`src/rtl/pipe_skid_reg.sv`:
```
// Elastic pipeline stage: valid/ready on both sides, two-entry skid storage, and a synchronous flush.
// in_ready depends only on the state register, so it has no combinational path from out_ready.
module pipe_skid_reg #(
  parameter int               WIDTH     = 16,
  parameter logic [WIDTH-1:0] RESET_VAL = '0
) (
  input  logic             clk,
  input  logic             reset,
  input  logic             flush,
  input  logic             in_valid,
  input  logic [WIDTH-1:0] in_data,
  output logic             in_ready,
  output logic             out_valid,
  output logic [WIDTH-1:0] out_data,
  input  logic             out_ready,
  output logic [1:0]       count
);

  // The encoding equals the occupancy, so count comes straight from the state register.
  typedef enum logic [1:0] {
    EMPTY = 2'd0,
    BUSY  = 2'd1,
    FULL  = 2'd2
  } state_t;

  state_t           state_q, state_d;
  logic [WIDTH-1:0] main_q,  main_d;
  logic [WIDTH-1:0] skid_q,  skid_d;
  logic             in_fire, out_fire;

  assign out_valid = (state_q != EMPTY);
  assign in_ready  = (state_q != FULL);
  assign out_data  = main_q;
  assign count     = state_q;

  assign in_fire  = in_valid & in_ready;
  assign out_fire = out_valid & out_ready;

  always_comb begin
    state_d = state_q;
    main_d  = main_q;
    skid_d  = skid_q;
    if (flush) begin
      // Squash: any handshake this cycle still completes, but the stage empties and keeps its data.
      state_d = EMPTY;
    end else begin
      case (state_q)
        EMPTY: begin
          if (in_fire) begin
            state_d = BUSY;
            main_d  = in_data;
          end
        end
        BUSY: begin
          if (in_fire && out_fire) begin
            main_d = in_data;
          end else if (in_fire) begin
            state_d = FULL;
            skid_d  = in_data;
          end else if (out_fire) begin
            state_d = EMPTY;
          end
        end
        FULL: begin
          if (out_fire) begin
            state_d = BUSY;
            main_d  = skid_q;
          end
        end
        default: state_d = EMPTY;
      endcase
    end
  end

  always_ff @(posedge clk or posedge reset) begin
    if (reset) begin
      state_q <= EMPTY;
      main_q  <= RESET_VAL;
      skid_q  <= RESET_VAL;
    end else begin
      state_q <= state_d;
      main_q  <= main_d;
      skid_q  <= skid_d;
    end
  end

endmodule
```
`config.mk`:
```
export PLATFORM = sky130hd
export DESIGN_NAME = pipe_skid_reg
export DESIGN_NICKNAME = d
export VERILOG_FILES = /design/src/rtl/pipe_skid_reg.sv
export SDC_FILE = /design/constraint.sdc
export NUM_CORES = 1
export LEC_CHECK = 0
export CELL_PAD_IN_SITES_DETAIL_PLACEMENT = 1
export CELL_PAD_IN_SITES_GLOBAL_PLACEMENT = 1
export CORE_ASPECT_RATIO = 2
export CORE_MARGIN = 1
export CORE_UTILIZATION = 35
export CTS_BUF_LIST = sky130_fd_sc_hd__clkbuf_8 sky130_fd_sc_hd__clkbuf_16
export DETAILED_ROUTE_END_ITERATION = 12
export GPL_TIMING_DRIVEN = 0
export PLACE_DENSITY = 0.87
export SYNTH_ARGS = -nofsm -noshare
export SYNTH_HDL_FRONTEND = slang
export SYNTH_SLANG_ARGS = --single-unit
```
`constraint.sdc`:
```
create_clock -name clk -period 1.5 [get_ports clk]
set_input_delay 0.375 -clock clk [delete_from_list [all_inputs] [get_ports clk]]
set_output_delay 0.375 -clock clk [all_outputs]
set_load 0.03 [all_outputs]
```
* Word level (Yosys, flattened, before mapping)
Cells that the tools add are included.
** Cells by class
- Bitwise gates (word level) :: 4
- Reductions and logical operators :: 7
- Multiplexer cells :: 11
- Eq/ne operators :: 10
** Operators with widths (number)
- $mux 16 :: 3
- $pmux 16 s3 :: 1
- $mux 2 :: 6
- $ne 3x3->1 const B :: 3
- $ne 2x2->1 const B :: 4
- $reduce_and 4->1 :: 2
- $pmux 2 s3 :: 1
- $reduce_and 5->1 :: 1
- $ne 4x4->1 const B :: 1
- $reduce_bool 3->1 :: 1
- $and 1x1->1 :: 2
- $eq 2x1->1 const B :: 1
- $eq 2x2->1 const B :: 1
- $logic_not 2->1 :: 1
- $not 1->1 :: 2
- $reduce_bool 2->1 :: 1
- $logic_and 1x1->1 :: 1
** Word-level totals
- Output and inout port bits :: 20
- Logic and storage cells :: 35
- Bits of input ports :: 21
- Register bits after elaboration :: 34

* Logic depth before layout (Yosys ltp)
Gate-level depths: netlist of the first run.
- Depth after elaboration :: 7
- Mapped depth :: 6
- Depth with buffers taken out :: 3

* Least setup slack after synthesis of the first run
OpenSTA, ideal clock, no wires.
- Kind :: register to register
- From :: reg state_q[0], in the netlist count[0]
- To :: reg main_q[0], in the netlist out_data[0]
- Cell stages (with the launch flop) :: 7
- Path buffers :: 3
- Required time :: 1375 ps
- Setup slack :: -261 ps
- Arrival :: 1636 ps
- Setup time :: 125 ps
- Period minus slack after synthesis :: 1761 ps
- Cells stage by stage :: dfrtp_1 > clkbuf_2 > nor2b_2 > buf_6 > buf_8 > mux2_2 > mux2_2
** On the way
- Cells in the longest elaborated chain, start to end :: 5
- Elaborated cells on any way between the ends :: 14
- Those cells by class :: eq/ne (6); mux (1); bitwise (2); reduce/logical (5)
** RTL lines
- start: declaration :: RTL line 26 : state_t state_q, state_d;
- start signal: assignment :: RTL line 81 : state_q <= state_d;
- $ne 2x2->1 / $reduce_bool 2->1 (equally long branches) :: RTL line 32, 31
- $and 1x1->1, on equally long branches :: RTL line 36, 37
- $logic_and 1x1->1 :: RTL line 55 : if (in_fire && out_fire) begin
- $ne 2x2->1 (no line)
- $reduce_and 5->1 (no line)
- end signal: assignment :: RTL line 82 : main_q <= main_d;
- end: declaration :: RTL line 27 : logic [WIDTH-1:0] main_q, main_d;
Parallel ways exist; a longest one is shown, timed or not.
A chain may end at the register's enable or synchronous reset.

* Worst setup path after layout of the first run
- From :: reg state_q[0], in the netlist count[0]
- To :: out in_ready
** On the way
- Cells in the longest elaborated chain, start to end :: 1
** RTL lines
- $ne 2x2->1 :: RTL line 32 : assign in_ready = (state_q != FULL);
- end: declaration :: RTL line 12 : output logic in_ready,
Every way passes these cells.

==> results of run 1 <==
## cells by family (layout without fill, tap and decap cells)
family / count (synthesis) / after routing / synth area share [%]
buffers and inverters: 7 / 73 / 3.51
AOI/OAI and AO/OA: 4 / 4 / 2.64
DFF: 34 / 34 / 54.3
and+or+nand+nor: 10 / 10 / 4.39
muxes: 49 / 49 / 35.1
## routing by layer
layer	vias to the layer above	GRT usage, %
li1	499	-
met1	546	17.6
met2	38	31.7
met3	6	2.99
met4	0	4.75
met5	-	0
## flip-flops by register name, indices dropped and copies added, names as in the netlist
name	flops
out_data	16
count	2
skid_q	16
## cell usage in the layout (no fill, tap or decap), drive strengths merged, types with 2 or more instances in the layout
master	n
mux2	48
dfrtp	34
buf	26
dlygate4sd2	18
clkdlybuf4s50	17
clkbuf	7
a21oi	2
nor2	2
inv	2
## critical path: stages (launching register included)
cell and delay, ns:
dfrtp_2 0.42, buf_8 0.13, nor2b_4 0.11, buf_8 0.12
buf_12 0.10, inv_2 0.03, buf_6 0.12
## report_power, final
| group | leakage, nW | switching, mW | total, mW | internal [mW] |
|---|---|---|---|---|
| registers | 0.408 | 0.122 | 1.26 | 1.13 |
| logic | 0.705 | 0.417 | 0.921 | 0.504 |
| clock network | 0.0524 | 0.317 | 0.681 | 0.363 |
| total | 1.17 | 0.856 | 2.86 | 2.00 |
## per-stage QoR
step                      setup slack, ns  setup TNS (ns)  hold WS (ns)  util [%]
after global routing               -0.228           -3.84         0.522      57.2
after floorplan                    -0.180           -2.21         0.442         -
after detailed placement           -0.833          -35.26         0.494      48.7
final                              -0.176           -2.76         0.507      57.2
after global placement             -0.730          -28.83         0.481      48.7
after CTS                          -0.205           -2.82         0.508      53.4
## worst paths after layout
path | to | start | slack, ns | cells after the start
max reg2reg | out_data[1]$_DFFE_PP0P_ | count[0]$_DFFE_PP0P_ | -0.18 | 7
min in group asynchronous | skid_q[2]$_DFFE_PP0P_ | reset | 0.57 | 2
min | out_data[11]$_DFFE_PP0P_ | out_data[11]$_DFFE_PP0P_ | 0.51 | 1
max in group asynchronous | count[1]$_DFFE_PP0P_ | reset | 0.47 | 2
min reg2reg | out_data[11]$_DFFE_PP0P_ | out_data[11]$_DFFE_PP0P_ | 0.51 | 1
max | in_ready | count[0]$_DFFE_PP0P_ | -0.18 | 6
## timing repair
action	CTS	global route
buffers inserted	8	8
setup endpoints to repair	80	21
cloned	1	1
gates resized for setup	55	25
pin swaps	2	1
## synthesized netlist by cell type (all sizes together)
cell type,number,area (µm²)
a21oi,2,10.0
mux2,48,541
nand2,1,3.75
and2b,1,7.51
dfrtp,34,851
mux2i,1,10.0
inv,2,7.51
nand3,1,10.0
buf,4,42.5
o31ai,1,21.3
o21ba,1,10.0
nand4bb,1,11.3
nor2b,1,8.76
clkbuf,1,5.00
or3b,1,8.76
or2,1,6.26
nor3,1,5.00
nor2,2,7.51
## cell type report
class / instances / area [µm²] / area share [%]
Tap cell: 54 / 67.6 / 2.72
Multi-Input combinational cell: 63 / 830 / 33.4
Buffer: 5 / 76.3 / 3.08
Sequential cell: 34 / 853 / 34.4
Inverter: 2 / 11.3 / 0.454
Timing Repair Buffer: 58 / 552 / 22.2
Clock buffer: 6 / 82.6 / 3.33
Clock inverter: 2 / 8.76 / 0.353
==> results.sh, run 1 <==
export IMPL_status="complete, but fails checks"
export IMPL_violations="setup timing"
export IMPL_highest_layer="met4"
export IMPL_startpoint_type="flop"
export IMPL_grt_pass1_vias=1196
export IMPL_ys_types=20
export IMPL_die_w_um=49.3
export IMPL_peakVddDrop_v=0.000835
export IMPL_worst_pin_slew_ns=0.734
export IMPL_fin_crit_sh_pct=112
export IMPL_final_hold_viol_count=0
export IMPL_core_rowCount=34
export IMPL_crit_type="flop to output port"
export IMPL_yosysSeqAreaShare_pct=54.3
export IMPL_fin_crit_ns=1.68
export IMPL_timing_slew_headroom_pct=50.9
export IMPL_die_y_um=96.6
export IMPL_drcViolationCount=0
export IMPL_setup_viol=19
export IMPL_die_area_mm2=0.00476
export IMPL_syn_instance_count=104
export IMPL_nFillCells=441
export IMPL_insertion_delay_ns=0.28
export IMPL_layout_setup_ws_ns=-0.176
export IMPL_grt_max_degree=35
export IMPL_dp_cells=198
export IMPL_slew_viol_final=0
export IMPL_dp_hpwl_um=2490
export IMPL_rsz0062_at_grt="true"
export IMPL_vias=1089
export IMPL_hold_class="flop to flop"
export IMPL_fmax_mhz=597
export IMPL_ant_nets=0
export IMPL_cts_sinks=34
export IMPL_cts_path_max_buffers=2
export IMPL_hold_buffers=0
export IMPL_port_buffers=40
export IMPL_initial_core_util_pct=36.1
export IMPL_area_growth_pct=58.4
export IMPL_netlist_area_mm2=0.00157
export IMPL_syn_num_nets=125
export IMPL_stdcell_count=224
export IMPL_maxCapViolations=0
export IMPL_crit_required_ns=1.12
export IMPL_fin_skew_ns=0.00662
export IMPL_p_leak_nw=1.17
export IMPL_cts_buffers=5
export IMPL_tritoncts="built"
export IMPL_critPathMaxFanout=4
export IMPL_drive_above_1_share_pct=55.9
export IMPL_dr_pass1_iters=4
export IMPL_routedLengthMet1_um=1470
export IMPL_layout_nets=190
export IMPL_detail_route_wl_per_cell_um=17.5
export IMPL_power_density_mw_per_mm2=1150
export IMPL_placed_area_mm2=0.00211
export IMPL_htree_levels=2
export IMPL_grt_total_usage_pct=16.6
export IMPL_place_congestion=0.824
export IMPL_end_kind="output port"
export IMPL_design_area_mm2=0.00248
export IMPL_syn_area_per_cell_um2=15.1
export IMPL_power_mw=2.86
export IMPL_antenna_diode_count=0
export IMPL_grt_pass1_wl_um=5960
export IMPL_antenna_found_initial=0
export IMPL_arrival_ns=1.30
export IMPL_vias_per_cell=4.86
export IMPL_ys_warnings_count=0
export IMPL_wl_met2_um=2240
export IMPL_clkTransAtPathRegs_ns=0.07
export IMPL_clockRootBuffer="clkbuf_8"
export IMPL_design_core_area_mm2=0.00434
export IMPL_overflow=0
export IMPL_drt_iter0_markers=6
export IMPL_routed_wirelength_um=3930
export IMPL_routed_wl_met3_um=159
export IMPL_ys_ff_latch=34
export IMPL_io_pins=41
Power figures use the tool's default switching activity.
==> run 2, diff against run 1 <==
--- a/config.mk
+++ b/config.mk
@@ -9,11 +9,11 @@
 export CELL_PAD_IN_SITES_GLOBAL_PLACEMENT = 1
 export CORE_ASPECT_RATIO = 2
 export CORE_MARGIN = 1
-export CORE_UTILIZATION = 35
+export CORE_UTILIZATION = 39
 export CTS_BUF_LIST = sky130_fd_sc_hd__clkbuf_8 sky130_fd_sc_hd__clkbuf_16
 export DETAILED_ROUTE_END_ITERATION = 12
 export GPL_TIMING_DRIVEN = 0
-export PLACE_DENSITY = 0.87
+export PLACE_DENSITY = 0.91
 export SYNTH_ARGS = -nofsm -noshare
 export SYNTH_HDL_FRONTEND = slang
 export SYNTH_SLANG_ARGS = --single-unit
==> constraint.sdc (replaced) <==
create_clock -name clk -period 1.6 [get_ports clk]
set_input_delay 0.4 -clock clk [delete_from_list [all_inputs] [get_ports clk]]
set_output_delay 0.4 -clock clk [all_outputs]
set_load 0.03 [all_outputs]
==> run 2 against run 1 <==
  * The run still ends with setup timing left
  * Die area down 9.9%
  * Final cell count shrank 2.7%
  * Via count rose by 1.0%
  * Highest routed layer unchanged
==> results.sh, run 2 (synthesis results as in run 1) <==
export IMPL_grt_total_usage_pct=22.8
export IMPL_final_common_cell="dfrtp_1"
export IMPL_cts_buffers=5
export IMPL_dr_pass1_iters=4
export IMPL_place_congestion=0.759
export IMPL_arrival_ns=1.30
export IMPL_io_pins=41
export IMPL_fin_crit_sh_pct=106
export IMPL_vias_per_cell=5.05
export IMPL_overflow=0
export IMPL_stdcell_count=218
export IMPL_initial_core_util_pct=40.8
export IMPL_clkTransAtPathRegs_ns=0.07
export IMPL_nFillCells=395
export IMPL_drt_iter0_markers=6
export IMPL_final_hold_viol_count=0
export IMPL_startpoint_type="flop"
export IMPL_dp_hpwl_um=2680
export IMPL_p_leak_nw=1.11
export IMPL_rr_worst_depth=5
export IMPL_setup_viol=18
export IMPL_drcViolationCount=0
export IMPL_die_w_um=46.8
export IMPL_port_buffers=40
export IMPL_fin_crit_ns=1.70
export IMPL_timing_slew_headroom_pct=49.7
export IMPL_die_y_um=91.6
export IMPL_grt_pass1_wl_um=6660
export IMPL_hold_class="flop to flop"
export IMPL_hold_end="skid_q[8]$_DFFE_PP0P_"
export IMPL_tritoncts="built"
export IMPL_critPathMaxFanout=3
export IMPL_end_kind="output port"
export IMPL_r2r_setup_slack_ns=-0.04
export IMPL_crit_type="flop to output port"
export IMPL_peakVddDrop_v=0.000785
export IMPL_power_mw=2.66
export IMPL_area_growth_pct=53.4
export IMPL_fin_skew_ns=0.00571
export IMPL_fmax_mhz=588
export IMPL_design_core_area_mm2=0.00384
export IMPL_crit_required_ns=1.20
export IMPL_final_cell_mix="dfrtp_1 (32), mux2_4 (31), dlygate4sd2_1 (19)"
export IMPL_maxCapViolations=0
export IMPL_hold_start="skid_q[8]$_DFFE_PP0P_"
export IMPL_slew_viol_final=0
export IMPL_power_density_mw_per_mm2=1110
export IMPL_hold_depth=1
export IMPL_routed_wirelength_um=4320
export IMPL_core_rowCount=32
export IMPL_grt_pass1_vias=1242
export IMPL_timing_rr_start="count[0]$_DFFE_PP0P_"
export IMPL_die_area_mm2=0.00429
export IMPL_clockRootBuffer="clkbuf_8"
export IMPL_cts_sinks=34
export IMPL_drive_above_1_share_pct=53.9
export IMPL_ant_nets=0
export IMPL_grt_max_degree=35
export IMPL_cts_path_max_buffers=2
export IMPL_antenna_found_initial=0
export IMPL_vias=1100
export IMPL_layout_setup_ws_ns=-0.0997
export IMPL_layout_nets=187
export IMPL_detail_route_wl_per_cell_um=19.8
export IMPL_status="complete, but fails checks"
export IMPL_antenna_diode_count=0
export IMPL_rsz0062_at_grt="true"
export IMPL_r2r_end="out_data[5]$_DFFE_PP0P_"
export IMPL_worst_pin_slew_ns=0.753
export IMPL_dp_cells=195
export IMPL_insertion_delay_ns=0.29
export IMPL_htree_levels=2
export IMPL_violations="setup timing"
==> run 2: layer usage <==
layer | part of all wire, % | global-route usage, % | vias up
li1 | - | - | 490
met3 | 4.1 | 6.30 | 7
met2 | 58 | 40.0 | 34
met5 | 0 | 0 | -
met4 | 1.8 | 7.86 | 0
met1 | 36 | 24.3 | 569
==> run 2: cell type report <==
cell class / instances / area [µm²] / area share [%]
Timing Repair Buffer: 56 / 528 / 22.0
Multi-Input combinational cell: 63 / 796 / 33.1
Clock buffer: 6 / 82.6 / 3.44
Tap cell: 51 / 63.8 / 2.65
Buffer: 4 / 57.6 / 2.39
Clock inverter: 2 / 8.76 / 0.364
Inverter: 2 / 13.8 / 0.573
Sequential cell: 34 / 853 / 35.5
==> run 2: critical path, stage by stage (launching register included) <==
cell and delay [ns]:
dfrtp_2 0.42, buf_8 0.13, buf_6 0.11, or2_4 0.22, buf_6 0.14
==> run 2: per-stage QoR <==
step	worst slack, ns	util (%)	hold slack [ns]	TNS [ns]	instance area, µm²
5_1_grt	-0.136	62.5	0.521	-1.69	2400
3_3_place_gp	-0.681	54.8	0.481	-25.20	2110
2_1_floorplan	-0.0798	-	0.467	-0.775	1640
4_1_cts	-0.143	61.6	0.511	-1.52	2370
6_report	-0.0997	62.5	0.510	-0.656	2400
3_5_place_dp	-0.719	54.8	0.491	-29.50	2110
==> run 2: what timing repair did <==
| action | 4_1_cts | 5_1_grt |
|---|---|---|
| pin swaps | 2 | 2 |
| setup buffers | 9 | 7 |
| hold buffers | 0 | 0 |
| setup endpoints to repair | 80 | 28 |
| cloned | 1 | 0 |
| resized for setup | 69 | 7 |
==> run 2: worst max-delay path by stage <==
stage	to	cells after the start	start
2_1_floorplan	out_data[0]$_DFFE_PP0P_	6	count[0]$_DFFE_PP0P_
3_3_place_gp	out_data[3]$_DFFE_PP0P_	5	out_ready
3_5_place_dp	out_data[3]$_DFFE_PP0P_	5	out_ready
4_1_cts	out_valid	4	count[0]$_DFFE_PP0P_
5_1_grt	out_valid	4	count[0]$_DFFE_PP0P_
6_report	out_valid	4	count[0]$_DFFE_PP0P_
==> run 2: report_power, final <==
part | internal (mW) | switching (mW) | total, mW
Combinational | 0.435 | 0.398 | 0.833
Sequential | 1.06 | 0.118 | 1.18
Clock | 0.341 | 0.309 | 0.650
==> run 3, diff against run 2 <==
--- a/config.mk
+++ b/config.mk
@@ -13,7 +13,7 @@
 export CTS_BUF_LIST = sky130_fd_sc_hd__clkbuf_8 sky130_fd_sc_hd__clkbuf_16
 export DETAILED_ROUTE_END_ITERATION = 12
 export GPL_TIMING_DRIVEN = 0
-export PLACE_DENSITY = 0.91
+export PLACE_DENSITY_LB_ADDON = 0.1
 export SYNTH_ARGS = -nofsm -noshare
 export SYNTH_HDL_FRONTEND = slang
 export SYNTH_SLANG_ARGS = --single-unit
==> run 3 against run 2 <==
  * Hold slack got worse by 0.0025 ns
  * Power down 1.8%
  * Count of clock-buffer cells in the layout is the same
  * Non-clock buffer count decreased by 9
  * Combinational power is 4.8% lower
  * Register-to-register slack improved by 0.04 ns
  * The flow still finishes with violations (setup timing)
  * Final cell count is 4.1% lower
  * Sequential share of layout area is 0.97 points higher
==> results.sh, run 3 (synthesis results as in run 1) <==
export IMPL_tns_ns=-0.0924
export IMPL_design_core_area_mm2=0.00384
export IMPL_vias=1047
export IMPL_antenna_diode_count=0
export IMPL_slew_viol_final=0
export IMPL_crit_type="flop to output port"
export IMPL_drt_iter0_markers=12
export IMPL_tritoncts="built"
export IMPL_grt_max_degree=35
export IMPL_initial_core_util_pct=40.8
export IMPL_final_cell_mix="dfrtp_1 (32), mux2_4 (25), mux2_2 (23)"
export IMPL_nFillCells=395
export IMPL_die_y_um=91.6
export IMPL_cts_buffers=5
export IMPL_timing_slew_headroom_pct=49.8
export IMPL_grt_pass1_wl_um=5960
export IMPL_grt_pass1_vias=1191
export IMPL_hold_end="out_data[0]$_DFFE_PP0P_"
export IMPL_end_kind="output port"
export IMPL_die_w_um=46.8
export IMPL_hold_ws_ns=0.507
export IMPL_peakVddDrop_v=0.000714
export IMPL_fin_crit_ns=1.64
export IMPL_io_pins=41
export IMPL_final_common_cell="dfrtp_1"
export IMPL_crit_required_ns=1.20
export IMPL_p_leak_nw=1.05
export IMPL_worst_pin_slew_ns=0.751
export IMPL_r2r_setup_slack_ns=0
export IMPL_hold_buffers=0
export IMPL_detail_route_wl_per_cell_um=17.7
export IMPL_drcViolationCount=0
export IMPL_core_rowCount=32
export IMPL_status="complete, but fails checks"
export IMPL_violations="setup timing"
export IMPL_port_buffers=40
export IMPL_cts_sinks=34
export IMPL_dp_hpwl_um=2310
export IMPL_grt_total_usage_pct=19.7
export IMPL_arrival_ns=1.24
export IMPL_routed_wirelength_um=3700
export IMPL_drive_above_1_share_pct=51.3
export IMPL_layout_setup_ws_ns=-0.0440
export IMPL_clockRootBuffer="clkbuf_8"
export IMPL_insertion_delay_ns=0.28
export IMPL_htree_levels=2
export IMPL_area_growth_pct=49.4
export IMPL_clkTransAtPathRegs_ns=0.07
export IMPL_timing_rr_start="count[1]$_DFFE_PP0P_"
export IMPL_rsz0062_at_grt="true"
export IMPL_power_density_mw_per_mm2=1120
export IMPL_hold_start="out_data[0]$_DFFE_PP0P_"
export IMPL_rr_worst_depth=5
export IMPL_die_area_mm2=0.00429
export IMPL_hold_class="flop to flop"
export IMPL_overflow=0
export IMPL_hold_depth=1
export IMPL_critPathMaxFanout=5
export IMPL_cts_path_max_buffers=2
export IMPL_startpoint_type="flop"
export IMPL_stdcell_count=209
export IMPL_antenna_found_initial=0
export IMPL_final_hold_viol_count=0
export IMPL_r2r_end="out_data[12]$_DFFE_PP0P_"
export IMPL_ant_nets=0
export IMPL_setup_viol=6
export IMPL_vias_per_cell=5.01
export IMPL_layout_nets=178
export IMPL_dr_pass1_iters=2
export IMPL_dp_cells=195
export IMPL_fmax_mhz=608
export IMPL_final_util_pct=60.9
export IMPL_place_congestion=0.689
export IMPL_fin_crit_sh_pct=103
export IMPL_maxCapViolations=0
export IMPL_fin_skew_ns=0.00445
[run 3: worst max-delay path by stage]
stage,cells past startpoint,end,slack [ns],from
global placement,5,out_data[3]$_DFFE_PP0P_,-0.69,out_ready
detailed placement,5,out_data[2]$_DFFE_PP0P_,-0.72,out_ready
global route,4,in_ready,-0.11,count[1]$_DFFE_PP0P_
finish,4,in_ready,-0.04,count[1]$_DFFE_PP0P_
floorplan,6,out_data[0]$_DFFE_PP0P_,-0.08,count[0]$_DFFE_PP0P_
CTS,6,in_ready,-0.13,count[0]$_DFFE_PP0P_
[run 3: area by class of cell]
cell class / count / area, µm² / share of cell area, %
multi-input cells: 63 / 798 / 34.1
well taps: 51 / 63.8 / 2.73
repair buffers: 49 / 488 / 20.9
clock inverters: 2 / 8.76 / 0.374
inverters: 2 / 13.8 / 0.588
plain buffers: 2 / 31.3 / 1.34
flip-flops and latches: 34 / 853 / 36.5
clock buffers: 6 / 82.6 / 3.53
[run 3: layer usage]
metal / track usage (%) / share of wire, % / routed length (µm) / up-vias
met2: 35.5 / 60 / 2230 / 30
met1: 21.3 / 35 / 1310 / 536
met5: 0 / 0 / 0 / -
met3: 3.74 / 3.1 / 115 / 6
met4: 6.43 / 1.0 / 38 / 0
li1: - / - / - / 475
[run 3: per-stage QoR]
step	power, mW	setup slack (ns)	area (µm²)
after floorplan	1.66	-0.0798	1640
after global placement	1.93	-0.692	2110
after detailed placement	1.98	-0.721	2110
after CTS	2.64	-0.135	2360
after global routing	2.74	-0.113	2340
final	2.62	-0.0440	2340
[run 3: repair_timing]
item / CTS / global route
gates resized for setup: 64 / 4
pin swaps: 2 / 2
setup buffers: 8 / 0
endpoints found under the hold margin: 0 / 0
endpoints found under the setup margin: 80 / 19
cloned: 1 / 0
[run 3: power by group]
group / internal (mW) / switching, mW
sequential: 1.06 / 0.116
clock: 0.341 / 0.303
combinational: 0.415 / 0.378
[run 3: worst max-delay path, stage by stage, from the launching register on]
cell     delay, ns
dfrtp_2       0.45
nor2b_4       0.23
buf_12        0.14
inv_4         0.03
buf_6         0.12
